**src/rtl/div_sched_if.sv**
```systemverilog
// Request/write-back bundle between the EX stage and the divide scheduler.
interface div_sched_if #(
    parameter int DATA_W = 32
) ();
    logic              start_i;
    logic [1:0]        op_i;
    logic [DATA_W-1:0] dividend_i;
    logic [DATA_W-1:0] divisor_i;
    logic [4:0]        rd_addr_i;
    logic              flush_i;
    logic              hold_flag_o;
    logic              busy_o;
    logic [DATA_W-1:0] rd_data_o;
    logic [4:0]        rd_addr_o;
    logic              rd_wen_o;

    // EX / control side: issues requests, observes stall and write-back
    modport master (
        output start_i, op_i, dividend_i, divisor_i, rd_addr_i, flush_i,
        input  hold_flag_o, busy_o, rd_data_o, rd_addr_o, rd_wen_o
    );

    // Divider side
    modport slave (
        input  start_i, op_i, dividend_i, divisor_i, rd_addr_i, flush_i,
        output hold_flag_o, busy_o, rd_data_o, rd_addr_o, rd_wen_o
    );
endinterface

```
**src/rtl/div_sched.sv**
```systemverilog
// Multi-cycle RV32M DIV/DIVU/REM/REMU scheduler: radix-2 restoring divider,
// one quotient bit per cycle, with early completion for divide-by-zero and
// signed overflow. Stalls the pipeline while working and returns a one-cycle
// rd write-back strobe.
module div_sched #(
    parameter int DATA_W = 32,
    parameter int CNT_W  = 6
) (
    input  logic        clk,
    input  logic        rst,
    div_sched_if.slave  bus
);

    typedef enum logic [1:0] {
        IDLE = 2'd0,
        CALC = 2'd1,
        DONE = 2'd2
    } state_t;

    state_t            state_q, state_d;

    logic [1:0]        op_q;
    logic [4:0]        rd_addr_q;
    logic              sign_dvd_q;
    logic              sign_dvs_q;
    logic [DATA_W-1:0] dvd_q;
    logic [DATA_W-1:0] dvs_q;
    logic [DATA_W-1:0] rem_q;
    logic [DATA_W-1:0] quo_q;
    logic [CNT_W-1:0]  cnt_q;
    logic [DATA_W-1:0] res_q;

    logic              accept;
    logic              is_signed;
    logic              dvd_neg;
    logic              dvs_neg;
    logic              div_zero;
    logic              overflow;
    logic              special;
    logic [DATA_W-1:0] special_res;
    logic [DATA_W-1:0] abs_dvd;
    logic [DATA_W-1:0] abs_dvs;
    logic              last_iter;
    logic              hold;

    logic [DATA_W:0]   trial;
    logic [DATA_W:0]   diff;
    logic              ge;
    logic [DATA_W-1:0] rem_n;
    logic [DATA_W-1:0] quo_n;
    logic [DATA_W-1:0] quo_fin;
    logic [DATA_W-1:0] rem_fin;
    logic [DATA_W-1:0] res_calc;

    // Request decode, special-case detection and one restoring-division step
    always_comb begin
        accept      = (state_q == IDLE) && bus.start_i && !bus.flush_i;
        is_signed   = !bus.op_i[0];
        dvd_neg     = is_signed && bus.dividend_i[DATA_W-1];
        dvs_neg     = is_signed && bus.divisor_i[DATA_W-1];
        div_zero    = (bus.divisor_i == '0);
        overflow    = is_signed
                      && (bus.dividend_i == {1'b1, {(DATA_W-1){1'b0}}})
                      && (bus.divisor_i == '1);
        special     = div_zero || overflow;
        special_res = '0;
        if (bus.op_i[1]) begin
            special_res = div_zero ? bus.dividend_i : '0;
        end else begin
            special_res = div_zero ? '1 : {1'b1, {(DATA_W-1){1'b0}}};
        end
        abs_dvd     = dvd_neg ? (~bus.dividend_i + 1'b1) : bus.dividend_i;
        abs_dvs     = dvs_neg ? (~bus.divisor_i + 1'b1) : bus.divisor_i;
        last_iter   = (cnt_q == CNT_W'(DATA_W - 1));

        trial    = {rem_q, dvd_q[DATA_W-1]};
        diff     = trial - {1'b0, dvs_q};
        ge       = (trial >= {1'b0, dvs_q});
        rem_n    = ge ? diff[DATA_W-1:0] : trial[DATA_W-1:0];
        quo_n    = {quo_q[DATA_W-2:0], ge};
        quo_fin  = (!op_q[0] && (sign_dvd_q ^ sign_dvs_q)) ? (~quo_n + 1'b1) : quo_n;
        rem_fin  = (!op_q[0] && sign_dvd_q) ? (~rem_n + 1'b1) : rem_n;
        res_calc = op_q[1] ? rem_fin : quo_fin;
    end

    // State register
    always_ff @(posedge clk or posedge rst) begin
        if (rst) begin
            state_q <= IDLE;
        end else begin
            state_q <= state_d;
        end
    end

    // Next-state and stall request; a flush always returns to IDLE
    always_comb begin
        state_d = state_q;
        hold    = 1'b0;
        case (state_q)
            IDLE: begin
                if (accept) begin
                    hold    = 1'b1;
                    state_d = special ? DONE : CALC;
                end
            end
            CALC: begin
                hold = 1'b1;
                if (bus.flush_i) begin
                    state_d = IDLE;
                end else if (last_iter) begin
                    state_d = DONE;
                end
            end
            DONE: begin
                state_d = IDLE;
            end
            default: begin
                state_d = IDLE;
            end
        endcase
    end

    // Datapath: capture on accept, iterate in CALC, latch final result on the
    // edge that enters DONE so the write-back comes straight from a register
    always_ff @(posedge clk or posedge rst) begin
        if (rst) begin
            op_q       <= '0;
            rd_addr_q  <= '0;
            sign_dvd_q <= 1'b0;
            sign_dvs_q <= 1'b0;
            dvd_q      <= '0;
            dvs_q      <= '0;
            rem_q      <= '0;
            quo_q      <= '0;
            cnt_q      <= '0;
            res_q      <= '0;
        end else begin
            case (state_q)
                IDLE: begin
                    if (accept) begin
                        op_q       <= bus.op_i;
                        rd_addr_q  <= bus.rd_addr_i;
                        sign_dvd_q <= dvd_neg;
                        sign_dvs_q <= dvs_neg;
                        if (special) begin
                            res_q <= special_res;
                        end else begin
                            dvd_q <= abs_dvd;
                            dvs_q <= abs_dvs;
                            rem_q <= '0;
                            quo_q <= '0;
                            cnt_q <= '0;
                        end
                    end
                end
                CALC: begin
                    if (!bus.flush_i) begin
                        rem_q <= rem_n;
                        quo_q <= quo_n;
                        dvd_q <= {dvd_q[DATA_W-2:0], 1'b0};
                        cnt_q <= cnt_q + CNT_W'(1);
                        if (last_iter) begin
                            res_q <= res_calc;
                        end
                    end
                end
                default: begin
                end
            endcase
        end
    end

    // Outputs: write-back only in DONE, and a flush there cancels it
    always_comb begin
        bus.hold_flag_o = hold;
        bus.busy_o      = (state_q != IDLE);
        bus.rd_wen_o    = (state_q == DONE) && !bus.flush_i;
        bus.rd_data_o   = (state_q == DONE) ? res_q : '0;
        bus.rd_addr_o   = (state_q == DONE) ? rd_addr_q : '0;
    end

endmodule

```
**src/flat_wrapper.sv**
```systemverilog
// flat-port wrapper written by rule: the top's interface ports become plain ports
module div_sched_flat 
#(
    parameter int DATA_W = 32,
    parameter int CNT_W  = 6
)
  (clk, rst, bus_start_i, bus_op_i, bus_dividend_i, bus_divisor_i, bus_rd_addr_i, bus_flush_i, bus_hold_flag_o, bus_busy_o, bus_rd_data_o, bus_rd_addr_o, bus_rd_wen_o);
  div_sched_if #(.DATA_W(DATA_W)) bus_i ();
  input  logic clk;
  input  logic rst;
  input wire logic [$bits(bus_i.start_i)-1:0] bus_start_i;
  input wire logic [$bits(bus_i.op_i)-1:0] bus_op_i;
  input wire logic [$bits(bus_i.dividend_i)-1:0] bus_dividend_i;
  input wire logic [$bits(bus_i.divisor_i)-1:0] bus_divisor_i;
  input wire logic [$bits(bus_i.rd_addr_i)-1:0] bus_rd_addr_i;
  input wire logic [$bits(bus_i.flush_i)-1:0] bus_flush_i;
  output wire logic [$bits(bus_i.hold_flag_o)-1:0] bus_hold_flag_o;
  output wire logic [$bits(bus_i.busy_o)-1:0] bus_busy_o;
  output wire logic [$bits(bus_i.rd_data_o)-1:0] bus_rd_data_o;
  output wire logic [$bits(bus_i.rd_addr_o)-1:0] bus_rd_addr_o;
  output wire logic [$bits(bus_i.rd_wen_o)-1:0] bus_rd_wen_o;
  assign bus_i.start_i = bus_start_i;
  assign bus_i.op_i = bus_op_i;
  assign bus_i.dividend_i = bus_dividend_i;
  assign bus_i.divisor_i = bus_divisor_i;
  assign bus_i.rd_addr_i = bus_rd_addr_i;
  assign bus_i.flush_i = bus_flush_i;
  assign bus_hold_flag_o = bus_i.hold_flag_o;
  assign bus_busy_o = bus_i.busy_o;
  assign bus_rd_data_o = bus_i.rd_data_o;
  assign bus_rd_addr_o = bus_i.rd_addr_o;
  assign bus_rd_wen_o = bus_i.rd_wen_o;
  div_sched #(.DATA_W(DATA_W), .CNT_W(CNT_W)) u_core (.clk(clk), .rst(rst), .bus(bus_i));
endmodule
```
**config.mk**
```make
export PLATFORM = sky130hd
export DESIGN_NAME = div_sched_flat
export DESIGN_NICKNAME = d
export VERILOG_FILES = /design/src/rtl/div_sched_if.sv /design/src/rtl/div_sched.sv /design/src/flat_wrapper.sv
export SDC_FILE = /design/constraint.sdc
export NUM_CORES = 1
export LEC_CHECK = 0
export BUFFER_PORTS_ARGS = -buffer_cell sky130_fd_sc_hd__buf_2
export CAP_MARGIN = 20
export CORE_MARGIN = 8
export CORE_UTILIZATION = 50
export CTS_CLUSTER_DIAMETER = 200
export DETAILED_ROUTE_END_ITERATION = 7
export GPL_ROUTABILITY_DRIVEN = 0
export PLACE_DENSITY = 0.69
export SYNTH_ARGS = -nofsm -noshare
export SYNTH_HDL_FRONTEND = slang
export SYNTH_SLANG_ARGS = --single-unit
```
**constraint.sdc**
```tcl
create_clock -name clk -period 8.8 [get_ports clk]
set_clock_uncertainty 0.1 [all_clocks]
set_input_delay 0 -clock clk [delete_from_list [all_inputs] [get_ports clk]]
set_output_delay 0 -clock clk [all_outputs]
set_load 0.01 [all_outputs]
```
Word level (Yosys, flattened, before mapping)
Index checks and enable logic that the tools add are counted.

Bits in writable memories: 0. Register bits: 176. Bits of input ports: 75. Output and inout port bits: 40. Logic and storage cells: 94. Bits in latches: 0. Memories kept: 0. Bits in read-only memories: 0.

Muxes and demuxes: 37. Reduce and logical (&&, ||, !) cells: 22. Equality and inequality tests: 11. Div/mod/pow operators: 0. $mul: 0. Add/sub/neg operators: 6. Bitwise operators: 6. Order comparisons: 1. Shift operators: 0.

Operator list (number): $mux W32 (19); $pmux W32 S2 (3); $add A32 B1 Y32 const B (4); $not A32 Y32 (4); $eq A32 B32 Y1 const B (2); $mux W31 (2); $pmux W31 S2 (1); $ge A33 B32 Y1 (1); $logic_not A32 Y1 (1); $sub A32 B32 Y32 (1); $mux W6 (3); $pmux W6 S2 (1); $logic_and A1 B1 Y1 (9); $mux W2 (4); $add A6 B1 Y6 const B (1); $eq A6 B5 Y1 const B (1); $ne A2 B1 Y1 const B (3); $mux W5 (1); $reduce_and A5 Y1 (1); $ne A2 B2 Y1 const B (2); $pmux W2 S2 (1); $reduce_and A2 Y1 (2); $reduce_and A4 Y1 (1); $reduce_bool A2 Y1 (2); other kinds (11) (13).

Longest topological paths before layout
Depth after elaboration: 9. Gate-level depth with buffers: 23.

Worst setup path after synthesis
Ideal clock, no wire load.

Kind: reg2reg. Start point: reg u_core.rem_q[10]. End point: reg u_core.res_q[30]. Arrival time: 5.025 ns. Path slack: 3.543 ns. Setup time: 0.132 ns. Data required time: 8.568 ns. Stages on the path, launching flop included: 23. Period minus slack after synthesis: 5.257 ns. Path buffers: 5. Cell sequence: dfrtp_1 -> ha_1 -> buf_2 -> nand4_1 -> nor3_2 -> o211ai_2 -> a311oi_4 -> or2_4 -> buf_6 -> buf_2 -> buf_2 -> buf_1 -> nand2_1 -> o21ai_0 -> ha_1 -> nand3_1 -> nor4_1 -> a31o_2 -> nand3_1 -> or4b_4 -> o41ai_2 -> xnor2_1 -> o211ai_2.

Cells in the longest elaborated chain, start to end: 9. Elaborated cells between the ends (all ways): 13. Classes of those cells: add/sub (3); order compare (1); mux (7); bitwise (2).

Ends and longest elaborated chain: start, declared (line div_sched.sv:28) `logic [DATA_W-1:0] rem_q;`; start signal, assigned (line div_sched.sv:158) `rem_q <= rem_n;`; $sub A32 B32 Y32 / $ge A33 B32 Y1 (equally long branches) (line div_sched.sv:77, div_sched.sv:78); $mux W32 (line div_sched.sv:79) `rem_n = ge ? diff[DATA_W-1:0] : trial[DATA_W-1:0];`; $not A32 Y32 (line div_sched.sv:82) `rem_fin = (!op_q[0] && sign_dvd_q) ? (~rem_n + 1'b1) : rem_n;`; $add A32 B1 Y32 (line div_sched.sv:82); $mux W32 (line div_sched.sv:82); $mux W32 (*) (line div_sched.sv:83) `res_calc = op_q[1] ? rem_fin : quo_fin;`; $mux W32 (*) (line div_sched.sv:162) `if (last_iter) begin`; $mux W32 (*) (line div_sched.sv:157) `if (!bus.flush_i) begin`; $pmux W32 S2 (*) (line div_sched.sv:138) `case (state_q)`; end signal, assigned (line div_sched.sv:146) `res_q <= special_res;`; end signal, assigned (line div_sched.sv:163) `res_q <= res_calc;`; end, declared (line div_sched.sv:31) `logic [DATA_W-1:0] res_q;`.

Every way passes the cells marked *; elsewhere a longest branch is shown, timed or not. The select of a mux whose other input is x is not followed. A chain may end at the register's enable or synchronous reset.

Worst setup path after layout
Start point: reg u_core.rem_q[6]. End point: reg u_core.res_q[30].

The elaborated chain is that of the path after synthesis.

==> impl_metrics.csv <==
group,metric,value,unit
run_status,status,"completed",
pwr,p_seq_frac,0.296,
job,cap_violations,0,
layout,final_cell_area,15460,um^2
yosys,postSynthNetCount,1743,
timing,min_period,6.136,ns
critical_path,r2r_slack,2.66,ns
timing,fin_ws,2.664,ns
yosys,synth_seq_area_share,0.3308,
layout,fill_cells,2354,
clock_network,tritoncts,"yes",
die,rows,59,
critical_path,reg2reg_from,"u_core.rem_q[6]",
critical_path,cp-end-kind,"flop",
clock_network,path_clk_slew,0.08,ns
yosys,yosysWarnings,0,
critical_path,cp_cell_sequence,"ha_1, nand2_1, o21ai_1, a21boi_1, a311oi_4, or2_4, inv_2, buf_4, mux2i_1, ha_1, nand3_1, nor4_1, a31o_2, nand3_1, or4b_4, o41ai_2, xnor2_1, o211ai_2",
placed_design,dp_hpwl,29.57,mm
detailed_routing,firstDrtPassIters,5,
critical_path,critPathRequiredTime,9.01,ns
placed_design,portBuffers,114,
timing,rsz0062_at_grt,"no",
grt,antenna_found_initial,1,
layout,layout.cells.non_filler,2106,
yosys,syn-mean-instance-area,8.174,um^2
detailed_routing,dr.first_iter.drc_count,1636,
placed_design,post-place-ws,2.857,ns
layout,drive_gt1_frac,0.1203,
pwr,power_density,241.6,nW/um^2
timing,hold_viol_final,0,
hold_path,min_delay_path_depth,3,
critical_path,r2r_cells,18,
timing,period_share,0.6973,
grt,grt_max_degree,103,
yosys,yosysUniqueCellTypes,84,
pwr,power_leakage,0.006685,uW
yosys,synth_area_leaders,"dfrtp_1 (33%), o21ai_0 (6.6%), nand2_1 (4.6%)",
timing,hold-worst-slack,0.01824,ns
critical_path,path_max_fanout,48,
critical_path,cp_slowest_stage_delay,0.64,ns
placed_design,dp.cells,1989,
grt,grt_pass1_wl,66.70,mm
clock_network,numCtsBuffers,17,
timing,slew_violations,0,
detailed_routing,wirelength,41.76,mm
clock_network,clock_latency,0.44,ns
detailed_routing,via_per_inst,6.234,
yosys,async_reset_ff_frac,1.000,
grt,track_usage,0.2607,
pwr,comb_power_share,0.492,
yosys,synth.largest_area_cell,"dfrtp_1",
pwr,power_frac_clock,0.212,
grt,grt_pass1_vias,12590,
timing,tightest_slew,1.267,ns
critical_path,crit_type,"flop to flop",
die,initial_core_util,0.5095,
yosys,synth_top_area_share,0.3308,
hold_path,holdPathEnd,"u_core.op_q[1]",
die,coreArea,26130,um^2
clock_network,holdBufCountCts,79,
die,die-width,179.2,um
detailed_routing,routedWlPerCell,19.83,um
clock_network,cts_root_buffer,"clkbuf_16",
pwr,swShare,0.4537,
yosys,syn_area,13320,um^2
yosys,ys_ff_latch,176,
critical_path,arrival,6.35,ns
die,die-area,32110,um^2
yosys,synth-edff-count,0,
clock_network,clock_path_buffers,2,
critical_path,reg2reg_to,"u_core.res_q[30]",
timing,totalNegativeSetupSlack,0,ns
clock_network,cts.repair.resized,0,
detailed_routing,route.detailed.drc,0,
layout,multiInputGateArea,8267,um^2
yosys,synth_ff_type,"dfrtp_1",
timing,finalSetupViolCount,0,
critical_path,slowest_stage,"or4b_4",
grt,grt-ovfl-total,0,
critical_path,start_kind,"flop",
pwr,p_sw,1695,uW
die,die_h,179.2,um
layout,area.growth.synth_to_final,16.13,%
layout,register_area,4404,um^2
pwr,p_int,2041,uW
detailed_routing,ant_nets,0,
layout,fin_nets,1871,
clock_network,clock-sinks,176,
pwr,vdd_ir_drop_max,0.1329,mV
detailed_routing,via_count,13130,
yosys,synth_cells,1629,
placed_design,place_area,13990,um^2
clock_network,cts_setup_buffers,0,
timing,fmax,163.0,MHz
hold_path,min_path_type,"input port to flop",
hold_path,worstHoldStart,"bus_flush_i",
clock_network,htreeDepth,4,
timing,slew-limit-headroom,0.1478,
die,ioPinCount,115,
## how the worst max path moves through the flow
| stage | from | to | slack, ns | cells past startpoint |
|---|---|---|---|---|
| floorplan | u_core.rem_q[10] | u_core.res_q[30] | 3.54 | 22 |
| global placement | u_core.rem_q[6] | u_core.res_q[30] | 3.00 | 18 |
| detailed placement | u_core.rem_q[6] | u_core.res_q[30] | 2.86 | 18 |
| CTS | u_core.rem_q[6] | u_core.res_q[30] | 2.83 | 18 |
| global route | u_core.rem_q[6] | u_core.res_q[30] | 2.21 | 18 |
| finish | u_core.rem_q[6] | u_core.res_q[30] | 2.66 | 18 |
## routing by layer
layer,GRT usage,up-vias,part of all wire
met5,0,-,0
met4,0.1100,0,0.039
met3,0.04128,99,0.070
met2,0.4157,593,0.47
met1,0.3472,6272,0.42
li1,-,6165,-
## worst max-delay path: cells and delay by family (launching register included)
kind            cells  cell delay [ns]
buf+inv             2             0.33
fa+ha+maj           2             0.84
simple gates        6             1.95
flops               1             0.46
mux                 1             0.31
xor+xnor            1             0.18
compound gates      6             1.78
## logic make-up (layout without fill, tap and decap cells)
logic type	after synthesis	count (layout)	share of synthesized area
simple gates	563	563	0.2095
compound gates	525	525	0.2590
flops	176	176	0.3308
buf+inv	161	302	0.05084
xor+xnor	132	132	0.08683
fa+ha+maj	39	39	0.03721
mux	33	33	0.02593
other cells	0	1	0
## Yosys cell counts, drive strengths merged (29+ instances only)
cell type,instances
o21ai,186
clkbuf,63
nor3,51
buf,40
a22o,33
dfrtp,176
a31oi,29
nor2,133
and2,50
xnor2,67
ha,38
o211ai,36
nand2,165
a21oi,98
xor2,65
inv,58
## registers in the layout (all words and copies together) (netlist names), 5 cells and up
register,cells
u_core.dvd_q,32
u_core.dvs_q,32
u_core.rem_q,32
u_core.res_q,32
u_core.quo_q,31
u_core.cnt_q,6
u_core.rd_addr_q,5
## layout by cell type (no fill, tap or decap), drive strengths merged, types with 12 or more instances in the layout
cell         synthesis  routed
and2                50      50
a22o                33      33
o31ai               17      17
nand2b              19      19
dlygate4sd3          0      79
dfrtp              176     176
nand2              165     165
mux2                12      12
and3                12      12
nand4               23      23
mux2i               21      21
nor3                51      51
a21o                13      13
a21oi               98      98
o21ai              186     186
a221o               15      15
a22oi               12      12
a31oi               29      29
nand3               28      28
nor2               133     133
inv                 58      63
or4                 12      12
nor2b               14      14
o211ai              36      36
nor4                25      25
buf                 40     132
xnor2               67      67
ha                  38      38
clkbuf              63      19
xor2                65      65
## power groups by stage
| stage | combinational [uW] | clock (uW) | sequential, uW |
|---|---|---|---|
| after floorplan | 1330 | 0 | 1080 |
| after global placement | 1730 | 0 | 1110 |
| after detailed placement | 1750 | 0 | 1110 |
| after CTS | 1780 | 796 | 1100 |
| after global routing | 2010 | 829 | 1130 |
| final | 1840 | 792 | 1110 |
## area by class of cell
| cell class | count | share of cell area |
|---|---|---|
| Multi-Input combinational cell | 1292 | 0.5346 |
| Sequential cell | 176 | 0.2848 |
| Timing Repair Buffer | 212 | 0.09928 |
| Clock buffer | 18 | 0.02840 |
| Tap cell | 335 | 0.02711 |
| Inverter | 58 | 0.01440 |
| Clock inverter | 14 | 0.01125 |
| Antenna cell | 1 | 0.0001618 |
## stage by stage
stage                     power, uW  utilization
after detailed placement       2864       0.5352
after CTS                      3684       0.5889
final                          3737       0.5917
after floorplan                2404            -
after global routing           3970       0.5917
after global placement         2836       0.5350
Power figures use the tool's default switching activity.
